[src/rtl/imul_var_lat_ctrl.sv]
// Iterative 32x32 -> low-32 multiplier with variable latency.
// Runs of up to 8 zero multiplier bits are skipped in a single cycle.
module imul_var_lat_ctrl (
  input  logic        clk,
  input  logic        reset_n,
  input  logic        req_val,
  output logic        req_rdy,
  input  logic [31:0] req_msg_a,
  input  logic [31:0] req_msg_b,
  input  logic        req_sd,
  output logic        resp_val,
  input  logic        resp_rdy,
  output logic [31:0] resp_msg,
  output logic        resp_sd,
  output logic        busy
);

  typedef enum logic [1:0] {IDLE, CALC, DONE} state_t;

  state_t      state, state_nxt;
  logic [31:0] a_reg, b_reg, result;
  logic [31:0] a_nxt, b_nxt, result_nxt;
  logic        sd_reg, sd_nxt;
  logic [3:0]  skip_n;

  // Trailing-zero count of the low byte; 8 when the whole byte is zero.
  always_comb begin
    skip_n = 4'd8;
    for (int i = 7; i >= 0; i--)
      if (b_reg[i]) skip_n = 4'(i);
  end

  always_comb begin
    state_nxt  = state;
    a_nxt      = a_reg;
    b_nxt      = b_reg;
    result_nxt = result;
    sd_nxt     = sd_reg;
    req_rdy    = 1'b0;
    resp_val   = 1'b0;
    case (state)
      IDLE: begin
        req_rdy = 1'b1;
        if (req_val) begin
          a_nxt      = req_msg_a;
          b_nxt      = req_msg_b;
          result_nxt = '0;
          sd_nxt     = req_sd;
          state_nxt  = CALC;
        end
      end
      CALC: begin
        if (b_reg == '0) begin
          state_nxt = DONE;
        end else if (b_reg[0]) begin
          result_nxt = result + a_reg;
          a_nxt      = a_reg << 1;
          b_nxt      = b_reg >> 1;
        end else begin
          a_nxt = a_reg << skip_n;
          b_nxt = b_reg >> skip_n;
        end
      end
      DONE: begin
        resp_val = 1'b1;
        if (resp_rdy) state_nxt = IDLE;
      end
      default: state_nxt = IDLE;
    endcase
  end

  always_ff @(posedge clk or negedge reset_n) begin
    if (!reset_n) begin
      state  <= IDLE;
      a_reg  <= '0;
      b_reg  <= '0;
      result <= '0;
      sd_reg <= 1'b0;
    end else begin
      state  <= state_nxt;
      a_reg  <= a_nxt;
      b_reg  <= b_nxt;
      result <= result_nxt;
      sd_reg <= sd_nxt;
    end
  end

  // Response fields mirror the registers so they hold in IDLE until the next accept.
  assign resp_msg = result;
  assign resp_sd  = sd_reg;
  assign busy     = (state == CALC) || (state == DONE);

endmodule

[config.mk]
export PLATFORM = sky130hd
export DESIGN_NAME = imul_var_lat_ctrl
export DESIGN_NICKNAME = d
export VERILOG_FILES = /design/src/rtl/imul_var_lat_ctrl.sv
export SDC_FILE = /design/constraint.sdc
export NUM_CORES = 1
export LEC_CHECK = 0
export CAP_MARGIN = 20
export CORE_MARGIN = 2
export CORE_UTILIZATION = 44
export CTS_CLUSTER_DIAMETER = 40
export DETAILED_ROUTE_END_ITERATION = 12
export PLACE_DENSITY = 0.72
export REMOVE_ABC_BUFFERS = 1
export SYNTH_ARGS = -nofsm -noshare
export SYNTH_HDL_FRONTEND = slang
export SYNTH_SLANG_ARGS = --single-unit
[constraint.sdc]
create_clock -name clk -period 2.6 [get_ports clk]
set_input_delay 0.26 -clock clk [delete_from_list [all_inputs] [get_ports clk]]
set_output_delay 0.26 -clock clk [all_outputs]
set_load 0.005 [all_outputs]
After elaboration in Yosys (flattened, before gate mapping)
Index checks and enable logic that the tools add are counted.
Word-level totals
  word-level logic and storage cells: 49
  register bits after elaboration: 99
Operators by class
  mux-type cells: 26
  equality and inequality tests: 7
  reduce and logical (&&, ||, !) cells: 8
  shift-type cells: 2
  add/sub/neg operators: 1
Operator list (number)
  2-to-1 mux 32 bit: 9
  one-hot mux 32 bit (2 select lines): 3
  adder 32 bit: 1
  zero test 32 bit: 1
  2-to-1 mux 4 bit: 8
  << shifter 32 x 4 -> 32 bit: 1
  >> shifter 32 x 4 -> 32 bit: 1
  != test 2 bit, second input constant: 5
  2-to-1 mux 2 bit: 3
  one-hot mux 2 bit (3 select lines): 1
  AND reduction 3 bit: 2
  AND reduction 4 bit: 1
  == test 2 x 1 -> 1 bit, second input constant: 1
  == test 2 bit, second input constant: 1
  zero test 2 bit: 1
  2-to-1 mux 1 bit: 2
  AND reduction 2 bit: 1
  nonzero test 2 bit: 1
  logical OR 1 bit: 1

Logic depth before layout (Yosys ltp)
Gate-level depths: netlist of the first run.
  depth in word-level cells: 12
  mapped depth: 11
  mapped depth without buffers: 11

Worst setup path before layout of the first run
OpenSTA, ideal clock, no wires.
  path type: register to register
  start: reg a_reg[0]
  end: reg result[30] (netlist: resp_msg[30])
  data arrival time: 2.608 ns
  stages on the path, launching flop included: 12
  path slack: -0.077 ns
  path buffers: 0
  data required time: 2.531 ns
  library setup time: 0.069 ns
  cell sequence: dfrtp_1 ha_1 inv_1 fa_1 nor2b_1 o31a_1 a211oi_2 o21bai_1 a21boi_1 o21a_1 or4b_1 nand3_1
On the way
  cells in the longest elaborated chain, start to end: 4
RTL lines
  start, declared: line 21  | logic [31:0] a_reg, b_reg, result;
  start signal, assigned: line 81  | a_reg <= a_nxt;
  adder 32 bit: line 56  | result_nxt = result + a_reg;
  2-to-1 mux 32 bit: line 55  | end else if (b_reg[0]) begin
  2-to-1 mux 32 bit: line 53  | if (b_reg == '0) begin
  one-hot mux 32 bit (2 select lines): line 41  | case (state)
  end signal, assigned: line 83  | result <= result_nxt;
  end, declared: line 21
No other way between the ends. The select of a mux whose other input is x is not followed.
A chain may end at the register's enable or synchronous reset.

Worst setup path after layout of the first run
  start: reg result[0] (netlist: resp_msg[0])
  end: reg result[30] (netlist: resp_msg[30])
On the way
  cells in the longest elaborated chain, start to end: 4
RTL lines (line)
  adder 32 bit: 56
  2-to-1 mux 32 bit: 55
  2-to-1 mux 32 bit: 53
  one-hot mux 32 bit (2 select lines): 41
No other way between the ends. The select of a mux whose other input is x is not followed.

==> summary.txt, run 1 <==
Floorplan
  – Top Ports: 105
  – Die span in y: 145 um
  – Std-Cell Rows: 51
  – Floorplan core area: 19500 um2
  – Chip width: 145 um
  – Initial Utilization: 0.450
  – Full die area: 21100 um2

Pwr
  – Leak pwr: roughly 4.9 nW
  – Flop pwr share: 0.175
  – Sum of internal, switching and leakage power: roughly 18 mW
  – Switching part of the total: 0.491
  – Clock network fraction of total power: 0.085
  – Internal power: 9.24 mW
  – Comb power frac: 0.740
  – IR drop worst, VDD: ~0.0012 V
  – Power per standard cell area: 1600 nW/um2
  – Net switching power of the design: a little under 9 mW

Finish
  – Most used cells in the layout excluding fill and tap cells: sky130_fd_sc_hd__buf_4 (126), sky130_fd_sc_hd__clkdlybuf4s50_1 (103), sky130_fd_sc_hd__mux2i_1 (101)
  – Post-route cell area: 11300 um2
  – Footprint of the flip-flops and latches: 2480 um2
  – Layout-stage area growth over the synthesis result: 29.0%
  – Multi-input gate area: a little under 6000 um2
  – Fraction of final layout cells sized beyond drive strength 1: 0.187
  – Diodes inserted: 0
  – Final net count: ~1300
  – Most common library cell in the layout ignoring fill and taps: sky130_fd_sc_hd__buf_4
  – Number of fill cells in the layout: 1779

Timing
  – Worst-margin pin slew: 0.882 ns
  – Maximum achievable frequency: ~400 MHz
  – Max Slew Vio Count: 0
  – Unrepaired setup endpoints after global routing: true
  – Final worst path period need: 2.56 ns
  – Final setup skew: 0.00866 ns
  – Share of the clock period used by the worst path after layout: 0.985
  – Relative slew slack: 0.410
  – Final setup fails: 0
  – Setup TNS: 0 ns
  – Hold Violations, Final: 0

Global routing
  – Remaining global-route overflow: 0
  – Antenna violations before repair: 0
  – Met1 track utilization from global routing: 0.420
  – Largest net degree at the start of global routing: 73
  – Global router's overall resource usage: 0.281
  – Global Route met3 Usage: 0.0440
  – Met2 Resource Use GR: 0.414
  – Global-route wire length before repair: roughly 48000 um
  – Most used routing layer in global routing: met1
  – Number of global-route vias before repair: 8745

Drt
  – Final routed wire length divided by cell count: between 20 and 25 um
  – First DRT Iteration DRCs: ~940
  – DRT Wirelength: roughly 30000 um
  – Via count: 9249
  – Detailed Routing Iterations Pass 1: 7
  – Number of antenna-violating nets in the routed design: 0
  – DR vias/cell: 6.37
  – Residual DRC: 0

Setup path
  – Highest net fanout along the worst path: 4
  – Critical path class: flip-flop to flip-flop
  – Crit end category: flip-flop
  – Crit path launch type: flip-flop
  – Cell type of the slowest stage on the worst timing path: sky130_fd_sc_hd__or4b_1
  – Cells along the critical path: ha_2, inv_2, fa_2, nor2b_2, o31a_1, a211oi_2, o21bai_2, a21boi_2, o21a_1, or4b_1, nand3_1
  – Endpoint required time on the critical path: 2.90 ns
  – Crit path arrival time: between 2 and 3 ns
  – Biggest cell delay along the critical path: about 0.47 ns

Clocking
  – Skew-Pair Late Insertion Delay: between 0.3 and 0.4 ns
  – Clock-pin slew reported for the worst setup and hold paths after clock tree synthesis: 0.07 ns
  – CTS tree: done
  – Root Buffer Master: sky130_fd_sc_hd__clkbuf_16
  – H-tree lvl count: 3
  – CTS max path bufs: 2
  – Number of sinks driven by the clock tree: 99
  – Clock buffers created by TritonCTS: 9

Place
  – Post-detailed-placement cell area: about 11000 um2
  – Number of I/O port buffers: about 100
  – Global placement routability congestion: 0.943
  – Post-detailed-placement half-perimeter wirelength: 22100 um

Yosys
  – Share of synthesized flip-flops with an asynchronous set or reset: 1.00
  – Synth area leaders: sky130_fd_sc_hd__dfrtp_1 (28%), sky130_fd_sc_hd__mux2i_1 (12%), sky130_fd_sc_hd__a221oi_1 (5.2%)
  – Number of register bits inferred by synthesis: slightly below 100
  – Most used flip-flop cell after synthesis: sky130_fd_sc_hd__dfrtp_1
  – Mapped Cells: between 1000 and 1500
  – Synthesized area: slightly below 9000 um2
  – Fraction of post-synthesis cell area in the top cell type by area: 0.282
  – Post-synthesis cell type with the largest combined area: sky130_fd_sc_hd__dfrtp_1
  – Number of distinct library cells after synthesis: around 80
  – Number of warnings reported in the yosys synthesis log: 0
  – Count of flip-flops with a built-in enable after synthesis: 0
  – Share of synthesized area occupied by flip-flops and latches: 0.282
  – Average instance area after synthesis: a little under 9 um2

Run status
  – Outcome: finished, final reports clean

Run
  – Max_cap viols: 0

Worst hold path
  – Path category of the worst min-delay check: input port to asynchronous set/reset pin
[area by class of cell]
cell class / instances / area share
Clock inverter: 3 / 0.00607
Clock buffer: 13 / 0.0230
Tap cell: 265 / 0.0293
Inverter: 18 / 0.00596
Multi-Input combinational cell: 815 / 0.526
Sequential cell: 99 / 0.219
Timing Repair Buffer: 239 / 0.191
[cell families after synthesis]
logic type               after synthesis  synth area share
AO/OA/AOI/OAI                        353             0.287
XOR/XNOR                              24            0.0239
adder cells (fa/ha/maj)               35            0.0507
buffers and inverters                 97            0.0594
flip-flops                            99             0.282
multiplexers                         125             0.148
AND/OR/NAND/NOR                      278             0.149
[power by group through the flow]
stage / combinational [mW] / clock, mW / sequential (mW)
3_5_place_dp: 12.6 / 0 / 3.14
3_3_place_gp: 12.5 / 0 / 3.13
5_1_grt: 14.5 / 1.62 / 3.27
4_1_cts: 12.8 / 1.57 / 3.13
2_1_floorplan: 7.95 / 0 / 3.03
6_report: 13.4 / 1.55 / 3.18
[worst max-delay path, delay by kind of cell, from the launching register on]
kind / cells / cell delay [ns]
simple gates: 3 / 0.71
compound gates: 5 / 0.87
fa+ha+maj: 2 / 0.53
buf+inv: 1 / 0.04
flops: 1 / 0.36
[what timing repair did]
| item | 4_1_cts | 5_1_grt |
|---|---|---|
| setup endpoints to repair | 6 | 23 |
| pin swaps | 13 | 13 |
| gates resized for setup | 12 | 29 |
| endpoints found under the hold margin | 27 | 0 |
| hold buffers | 1 | 0 |
| cloned | 0 | 0 |
| setup buffers | 4 | 13 |
[synthesized netlist by cell type, types with 3 or more instances]
cell                       number
sky130_fd_sc_hd__a211o_1        3
sky130_fd_sc_hd__a211oi_1       7
sky130_fd_sc_hd__a21o_1        10
sky130_fd_sc_hd__a21oi_1       53
sky130_fd_sc_hd__a221o_1        7
sky130_fd_sc_hd__a221oi_1      52
sky130_fd_sc_hd__a222oi_1       7
sky130_fd_sc_hd__a22o_1        26
sky130_fd_sc_hd__a22oi_1       13
sky130_fd_sc_hd__a31oi_1       23
sky130_fd_sc_hd__a32oi_1        3
sky130_fd_sc_hd__and2_1         4
sky130_fd_sc_hd__and3_1        16
sky130_fd_sc_hd__and4_1         3
sky130_fd_sc_hd__buf_2         19
sky130_fd_sc_hd__buf_4         16
sky130_fd_sc_hd__buf_6          8
sky130_fd_sc_hd__clkbuf_1      32
sky130_fd_sc_hd__dfrtp_1       99
sky130_fd_sc_hd__ha_1          34
sky130_fd_sc_hd__inv_1         16
sky130_fd_sc_hd__mux2_2        14
sky130_fd_sc_hd__mux2i_1      108
sky130_fd_sc_hd__nand2_1       97
sky130_fd_sc_hd__nand3_1       23
sky130_fd_sc_hd__nand4_1       10
sky130_fd_sc_hd__nor2_1        88
sky130_fd_sc_hd__nor2b_1        7
sky130_fd_sc_hd__nor3_1         8
sky130_fd_sc_hd__nor4_1         8
sky130_fd_sc_hd__o211ai_1      10
sky130_fd_sc_hd__o21a_1        10
sky130_fd_sc_hd__o21ai_0       60
sky130_fd_sc_hd__o21ai_1       14
sky130_fd_sc_hd__o21bai_1       5
sky130_fd_sc_hd__o22a_1        17
sky130_fd_sc_hd__o22ai_1        6
sky130_fd_sc_hd__o31ai_1        4
sky130_fd_sc_hd__xnor2_1       15
sky130_fd_sc_hd__xor2_1         9
[stage by stage]
stage	setup slack [ns]	utilization	instances	hold slack [ns]
floorplan	-1.84	-	932	-0.0356
global placement	-0.0446	0.549	1419	0.229
detailed placement	-0.142	0.549	1419	0.232
CTS	-0.00563	0.570	1439	0.401
global route	-0.0938	0.580	1452	0.438
finish	0.0387	0.580	1452	0.382
[routing by layer]
layer,part of all wire,wire length [um]
met1,0.46,13800
met4,0.028,843
met3,0.084,2560
met2,0.43,13100
met5,0,0
[final timing paths]
check / cells past startpoint / slack [ns] / end / from
worst min-delay path: 2 / 0.38 / b_reg[9] / reset_n
worst min register to register: 1 / 0.51 / resp_sd / resp_sd
min in group clk: 3 / 0.46 / b_reg[31] / req_msg_b[31]
max in group asynchronous: 3 / 1.46 / resp_msg[7] / reset_n
worst max-delay path: 11 / 0.04 / resp_msg[30] / resp_msg[0]
worst max register to register: 11 / 0.04 / resp_msg[30] / resp_msg[0]
Power figures use the tool's default switching activity.
==> inputs of run 2 (changes only) <==
CTS_CLUSTER_DIAMETER = default   (was 40)
GPL_TIMING_DRIVEN = 1   (was default)
==> results of run 2 <==
Final layout, timing and power as in run 1 (identical DEF).
==> inputs of run 3 (changes only) <==
CTS_CLUSTER_DIAMETER = 100   (was default)
SETUP_SLACK_MARGIN = 0.4   (was default)
SLEW_MARGIN = 20   (was default)
==> run 3 against run 2 <==
First-iteration DRC count rose by 130%; clock skew rose by 0.0042 ns; the flow now finishes with violations (setup timing); routed wire length rose by 70%; core utilization rose by 18 points; non-clock buffer count rose by 133; via count rose by 32%; critical endpoint is now a_reg[6]; maximum frequency fell by 20%; die area did not move; critical path depth did not move; final cell count rose by 9.3%; sequential cell count did not move; register-to-register slack got worse by 0.65 ns.
==> summary.txt, run 3 (same netlist as run 1, synthesis figures left out) <==
Run status
  – Outcome: finished with violations
  – Violations in the final reports: setup timing

Timing
  – Unrepaired setup endpoints after global routing: true
  – Relative slew slack: 0.383
  – Worst-margin pin slew: 0.924 ns
  – Final setup skew: 0.0128 ns
  – Final worst path period need: 3.21 ns
  – Final setup fails: 93
  – Maximum achievable frequency: 311 MHz
  – Setup TNS: -13.34 ns
  – Share of the clock period used by the worst path after layout: 1.24
  – Final critical-path setup slack: -0.615 ns
  – Hold Violations, Final: 0
  – Max Slew Vio Count: 0

Run
  – Max_cap viols: 0

Finish
  – Core occupancy in the finished layout: 0.763
  – Final net count: 1420
  – Most used cells in the layout excluding fill and tap cells: sky130_fd_sc_hd__buf_4 (157), sky130_fd_sc_hd__clkdlybuf4s50_1 (103), sky130_fd_sc_hd__nand2_1 (91)
  – Most common library cell in the layout ignoring fill and taps: sky130_fd_sc_hd__buf_4
  – Fraction of final layout cells sized beyond drive strength 1: 0.417
  – Post-route cell area: around 15000 um2
  – Layout-stage area growth over the synthesis result: 69.7%

Clocking
  – Skew-Pair Late Insertion Delay: 0.40 ns
  – Clock-pin slew reported for the worst setup and hold paths after clock tree synthesis: around 0.08 ns
  – Number of sinks driven by the clock tree: around 100
  – Root Buffer Master: sky130_fd_sc_hd__clkbuf_16
  – CTS tree: done
  – H-tree lvl count: 3
  – CTS max path bufs: 2
  – Clock buffers created by TritonCTS: 9

Drt
  – Detailed Routing Iterations Pass 1: 8
  – Number of antenna-violating nets in the routed design: 0
  – Final routed wire length divided by cell count: 32.4 um
  – DRT Wirelength: about 50000 um
  – Via count: 12200
  – Residual DRC: 0
  – DR vias/cell: slightly below 8
  – First DRT Iteration DRCs: 2167

Floorplan
  – Full die area: 21100 um2
  – Floorplan core area: 19500 um2
  – Chip width: between 100 and 150 um
  – Initial Utilization: 0.450
  – Std-Cell Rows: 51
  – Top Ports: 105
  – Die span in y: about 150 um

Place
  – Post-detailed-placement cell area: 10700 um2
  – Placement-stage worst setup slack: -0.142 ns
  – Global placement routability congestion: around 0.94
  – Number of I/O port buffers: 104
  – Post-detailed-placement half-perimeter wirelength: 22100 um

Setup path
  – Most used cell along the critical path: sky130_fd_sc_hd__buf_6
  – Cell type of the slowest stage on the worst timing path: sky130_fd_sc_hd__a222oi_1
  – Crit end category: flip-flop
  – Critical path class: flip-flop to flip-flop
  – Biggest cell delay along the critical path: 0.74 ns
  – Crit path arrival time: 3.44 ns
  – Worst Path Buf+Inv: 3
  – Cell family with the largest share of critical-path delay: compound AO/OA/AOI/OAI gates
  – Crit path launch type: flip-flop
  – Highest net fanout along the worst path: 4
  – Cells along the critical path: nor2_2, a22oi_2, buf_6, nand2_4, buf_6, buf_6, mux2i_4, mux2i_1, mux2_4, a222oi_1, o21ai_1
  – Endpoint required time on the critical path: about 2.8 ns

Global routing
  – Remaining global-route overflow: 0
  – Number of global-route vias before repair: 10900
  – Global router's overall resource usage: 0.373
  – Global-route wire length before repair: 62500 um
  – Largest net degree at the start of global routing: 73
  – Antenna violations before repair: 2

Worst hold path
  – Path category of the worst min-delay check: input port to asynchronous set/reset pin
-- run 3: changes by cell type in the layout (fill, tap and decap cells not counted), sizes merged --
cell	previous run	this run
buf	135	259
diode	0	1
clkbuf	13	20
bufbuf	0	2
nand2	99	100
-- run 3: metal layers --
metal | global-route usage | vias to the layer above | part of all wire
met5 | 0 | - | 0
met4 | 0.240 | 0 | 0.11
met3 | 0.113 | 588 | 0.17
met2 | 0.553 | 1487 | 0.40
met1 | 0.474 | 5607 | 0.33
li1 | - | 4526 | -
-- run 3: layout make-up --
type,instances,area (um2)
inverter,18,67.6
clock inverter,3,68.8
antenna,1,2.50
sequential,99,2490
multi-input combinational,816,7600
timing repair buffer,372,4080
clock buffer,13,260
fill,1065,4620
tap,265,332
-- run 3: what timing repair did --
action                                  4_1_cts  5_1_grt
hold buffers                                  1        0
hold endpoints to repair                     27        0
endpoints found under the setup margin       88       98
gates resized for setup                     333      119
gates cloned                                 16        8
pin swaps                                   133       89
setup buffers                                79       47
-- run 3: per-stage QoR --
stage	cells	hold WS [ns]
global placement	1419	0.229
detailed placement	1419	0.232
floorplan	932	-0.0356
finish	1587	0.366
global route	1587	0.408
CTS	1531	0.401
-- run 3: worst paths after layout --
kind / from / endpoint / slack, ns / cells after the start
setup / recovery: b_reg[2] / a_reg[6] / -0.61 / 11
hold / removal: reset_n / b_reg[11] / 0.37 / 2
setup reg to reg: b_reg[2] / a_reg[6] / -0.61 / 11
hold reg to reg: resp_sd / resp_sd / 0.51 / 1
max in group asynchronous: reset_n / a_reg[11] / 1.43 / 3
min in group clk: req_msg_b[31] / b_reg[31] / 0.44 / 3
-- run 3: worst register-to-register path: stages, from the launching register on --
cell and delay [ns]:
sky130_fd_sc_hd__dfrtp_2 0.47, sky130_fd_sc_hd__nor2_2 0.21, sky130_fd_sc_hd__a22oi_2 0.08, sky130_fd_sc_hd__buf_6 0.14
sky130_fd_sc_hd__nand2_4 0.10, sky130_fd_sc_hd__buf_6 0.12, sky130_fd_sc_hd__buf_6 0.14, sky130_fd_sc_hd__mux2i_4 0.35
sky130_fd_sc_hd__mux2i_1 0.17, sky130_fd_sc_hd__mux2_4 0.29, sky130_fd_sc_hd__a222oi_1 0.74, sky130_fd_sc_hd__o21ai_1 0.24
Power of run 3 is not shown: default switching activity piles up to over one toggle a cycle in this logic, so the estimate is an artifact.
==> RTL change 1 (flow settings as in run 1) <==
Encoding of `state_t`: now one-hot (3 bits for 3 states).
--- a/src/rtl/imul_var_lat_ctrl.sv
+++ b/src/rtl/imul_var_lat_ctrl.sv
@@ -16,5 +16,5 @@
 );
 
-  typedef enum logic [1:0] {IDLE, CALC, DONE} state_t;
+  typedef enum logic [2:0] {IDLE = 3'b001, CALC = 3'b010, DONE = 3'b100} state_t;
 
   state_t      state, state_nxt;
Check against the original RTL: same outputs for any inputs over 4 cycles, from zero or initial values and one cycle with reset_n low; so few cycles prove little.
==> RTL change 1 against run 1 <==
Worst setup slack got worse by 70 ps; area after synthesis decreased by 1.7%; cell area increased by 5.5%; the run now ends with negative setup slack left; worst hold slack improved by 45 ps; global-route usage increased by 0.44 points; critical endpoint is now a_reg[28]; routed wire length increased by 3.3%; power decreased by 7.7%; sequential cell count increased by 1; count of clock-buffer cells in the layout decreased by 4; highest routed layer unchanged.
==> RTL change 1: results (changes against run 1) <==
post-synthesis cell type count=75 (-3.8%); failing checks=negative setup slack; top cells by area, synth=dfrtp_1, mux2i_1, a21oi_1; Final setup violation count=1 (+1); LEAKAGE=4.84 nW (-1.7%); vias in the first global route=8626 (-1.4%); status=finished, violations left; Worst path slowest cell=dfrtp_1; GP Congestion=0.938 (-0.53%); Worst Setup EP=a_reg[28]; register area share after synthesis=0.290 (+0.00786); DR WL met2=14.3 mm (+9.2%); Synth Area in Compound Gates=0.263 (-0.0235); first-pass GRT wire length=46.6 mm (-3.6%); Post-Synth XOR/XNOR Area=0.0243 (+0.000409); final setup TNS=-31.0 ps (-31.0 ps); DR iter-0 viols=1115 (+18%); CP arrival=2880 ps (+20 ps); Crit Path Max Fanout=8 (+4); post-synthesis adder-cell area fraction=0.0472 (-0.00348); Met3 Wirelength=2.64 mm (+3.5%); post-route cell area=12000 µm² (+5.5%); drt via density=6.28 (-1.4%); Seq. pwr=3.19 mW (about the same); Worst path max stage delay=370 ps (-100 ps); CP startpoint=b_reg[6]; routed wire length=31.4 mm (+3.3%); All-Layer GR Usage=0.286 (+0.00441); WL met1=13.6 mm (-1.9%); Net Switching=8.11 mW (-9.1%); Inst Count DP=1465 (+3.2%); layout cells sized above 1=0.257 (+0.0700); Slew headroom=0.272 (-0.138); largest net degree at the start of global routing=48 (-34%); Sequential Power Share=0.190 (+0.015); maximum VDD drop=0.000530 V (-55%); Clock Power Share=0.083 (-0.002); hold slack=427 ps (+44.9 ps); setup ws final=-31.0 ps (-69.6 ps); 1st-pass router iterations=7 (unchanged); post-detail-place hpwl=21.5 mm (-2.5%); top post-synthesis cells by count=a21oi_1, dfrtp_1, mux2i_1; via count=9433 (+2.0%); Placement Setup Slack=-284 ps (-142 ps); fillers=1619 (-9.0%)
==> RTL change 1: area by class of cell <==
cell class	count	share of cell area
flip-flops and latches	100	0.210
repair buffers	265	0.203
well taps	265	0.0277
clock buffers	9	0.0188
clock inverters	7	0.00481
multi-input cells	834	0.529
inverters	22	0.00691
==> RTL change 1: timing repair <==
| item | CTS | global route |
|---|---|---|
| pin swaps | 5 | 19 |
| endpoints found under the hold margin | 38 | 0 |
| setup endpoints to repair | 18 | 55 |
| buffers inserted | 0 | 18 |
| hold buffers | 1 | 0 |
| resized for setup | 13 | 129 |
| gates cloned | 0 | 2 |
==> RTL change 1: routing by layer <==
metal | vias up | global-route usage
met5 | - | 0
met4 | 0 | 0.0970
met3 | 79 | 0.0533
met2 | 528 | 0.440
met1 | 4535 | 0.403
li1 | 4291 | -
==> RTL change 2 (config.mk and constraints of run 1) <==
Made on the original files. `result` no longer has a reset.
--- a/src/rtl/imul_var_lat_ctrl.sv
+++ b/src/rtl/imul_var_lat_ctrl.sv
@@ -75,5 +75,4 @@
       a_reg  <= '0;
       b_reg  <= '0;
-      result <= '0;
       sd_reg <= 1'b0;
     end else begin
@@ -81,7 +80,10 @@
       a_reg  <= a_nxt;
       b_reg  <= b_nxt;
-      result <= result_nxt;
       sd_reg <= sd_nxt;
     end
+  end
+
+  always_ff @(posedge clk) begin
+    result <= result_nxt;
   end
 
Check against the original RTL: differs if reset_n is asserted again (counterexample within 4 cycles, from zero or initial values and one cycle with reset_n low); with reset_n held inactive, the same outputs for 4 cycles.
==> RTL change 2 against run 1 <==
The run now ends with negative setup slack left; area after synthesis is 0.43% higher; sequential cell count unchanged; power rose by 12%; routed wire length down 1.1%; fmax is 6.2% lower; cell area increased by 2.3%; via count is 0.67% lower; combinational power is 14% higher; worst setup slack got worse by 170 ps; worst hold slack better by 38 ps; sequential share of layout area grew 0.92 points; count of clock-buffer cells in the layout decreased by 2; critical endpoint is now resp_msg[20]; largest cell class unchanged.
==> RTL change 2: results (changes against run 1) <==
top cells by area, synth=dfrtp_1, mux2i_1, edfxtp_1; met2 Track Usage GR=0.437 (+0.0225); maximum VDD drop=0.000763 V (-36%); Net Switching=9.76 mW (+9.4%); layout cells sized above 1=0.202 (+0.0146); largest net degree at the start of global routing=41 (-44%); via count=9187 (-0.67%); r2r startpoint=resp_msg[0]; post-detail-place hpwl=21.5 mm (-2.4%); fillers=1727 (-2.9%); Setup Skew=8.46 ps (-0.198 ps); met3 global-route usage=0.0386 (-0.00547); GP Congestion=0.948 (+0.51%); CP arrival=2850 ps (about the same); setup ws final=-131 ps (-170 ps); 1st-pass router iterations=6 (-1); first-pass GRT wire length=47.9 mm (-0.94%); top post-synthesis cells by count=nand2_1, nor2_1, mux2i_1; fraction of registers with async set/reset=0.677 (-0.323); failing checks=negative setup slack; Worst Setup EP=resp_msg[20]; final setup TNS=-787 ps (-787 ps); Final setup violation count=14 (+14); post-synthesis cell type count=71 (-9.0%); LEAKAGE=4.82 nW (-2.1%); register area share after synthesis=0.299 (+0.0170); Placement Setup Slack=-389 ps (-248 ps); status=finished, violations left; routed wire length=30.0 mm (-1.1%)
RTL change 2: logic make-up (layout without fill, tap and decap cells):
| family | after synthesis | after routing | share of synthesized area |
|---|---|---|---|
| buffers and inverters | 93 | 280 | 0.0538 |
| adders and majority gates | 35 | 35 | 0.0505 |
| muxes | 120 | 120 | 0.143 |
| and+or+nand+nor | 296 | 296 | 0.157 |
| xor gates and xnor gates | 22 | 22 | 0.0218 |
| DFF | 99 | 99 | 0.299 |
| AOI/OAI and AO/OA | 348 | 348 | 0.276 |
RTL change 2: stage by stage:
| step | hold slack [ps] | utilization | std cells |
|---|---|---|---|
| 2_1_floorplan | -35.6 | - | 934 |
| 3_3_place_gp | 263 | 0.557 | 1435 |
| 6_report | 420 | 0.592 | 1465 |
| 5_1_grt | 455 | 0.592 | 1465 |
| 3_5_place_dp | 271 | 0.558 | 1436 |
| 4_1_cts | 433 | 0.584 | 1461 |
RTL change 2: repair_timing:
action	in CTS	in global routing
setup buffers	8	4
gates resized for setup	31	27
pin swaps	19	10
hold buffers	1	0
endpoints found under the hold margin	20	0
gates cloned	0	1
endpoints found under the setup margin	20	42
RTL change 2: cell type report:
class	instances	area, µm²	share of cell area
repair buffers	250	2320	0.200
inverters	14	52.6	0.00453
clock buffers	11	254	0.0219
multi-input cells	821	5960	0.514
well taps	265	332	0.0286
clock inverters	5	35.0	0.00302
flip-flops and latches	99	2640	0.228
RTL change 2: worst min path at each step:
stage          startpoint        end  slack (ps)  cells past startpoint
2_1_floorplan     reset_n   a_reg[0]         -40                      0
3_3_place_gp      reset_n  a_reg[31]         260                      1
3_5_place_dp      reset_n  a_reg[31]         270                      1
4_1_cts           reset_n  a_reg[31]         430                      2
5_1_grt           reset_n  a_reg[30]         460                      2
6_report          reset_n  a_reg[31]         420                      2
RTL change 2: worst max-delay path: stages (launching register included):
cell and delay (ps):
edfxtp_1 410, ha_2 230, fa_2 340, a21o_1 210
a2111oi_4 360, o2bb2ai_2 200, o22ai_4 140, buf_6 140
o21a_1 150, nor2_1 120, xnor2_1 130, nor2_1 50
RTL change 2: per-layer routing:
metal,vias up,share of wire
met5,-,0
met4,0,0.024
li1,4223,-
met1,4444,0.43
met2,461,0.46
met3,59,0.082
RTL change 2: power groups by stage:
stage	sequential (mW)	clock (mW)	combinational [mW]
6_report	3.57	1.39	15.3
5_1_grt	3.68	1.45	16.5
4_1_cts	3.54	1.39	14.7
3_5_place_dp	3.56	0	14.0
3_3_place_gp	3.54	0	13.7
2_1_floorplan	3.59	0	8.62
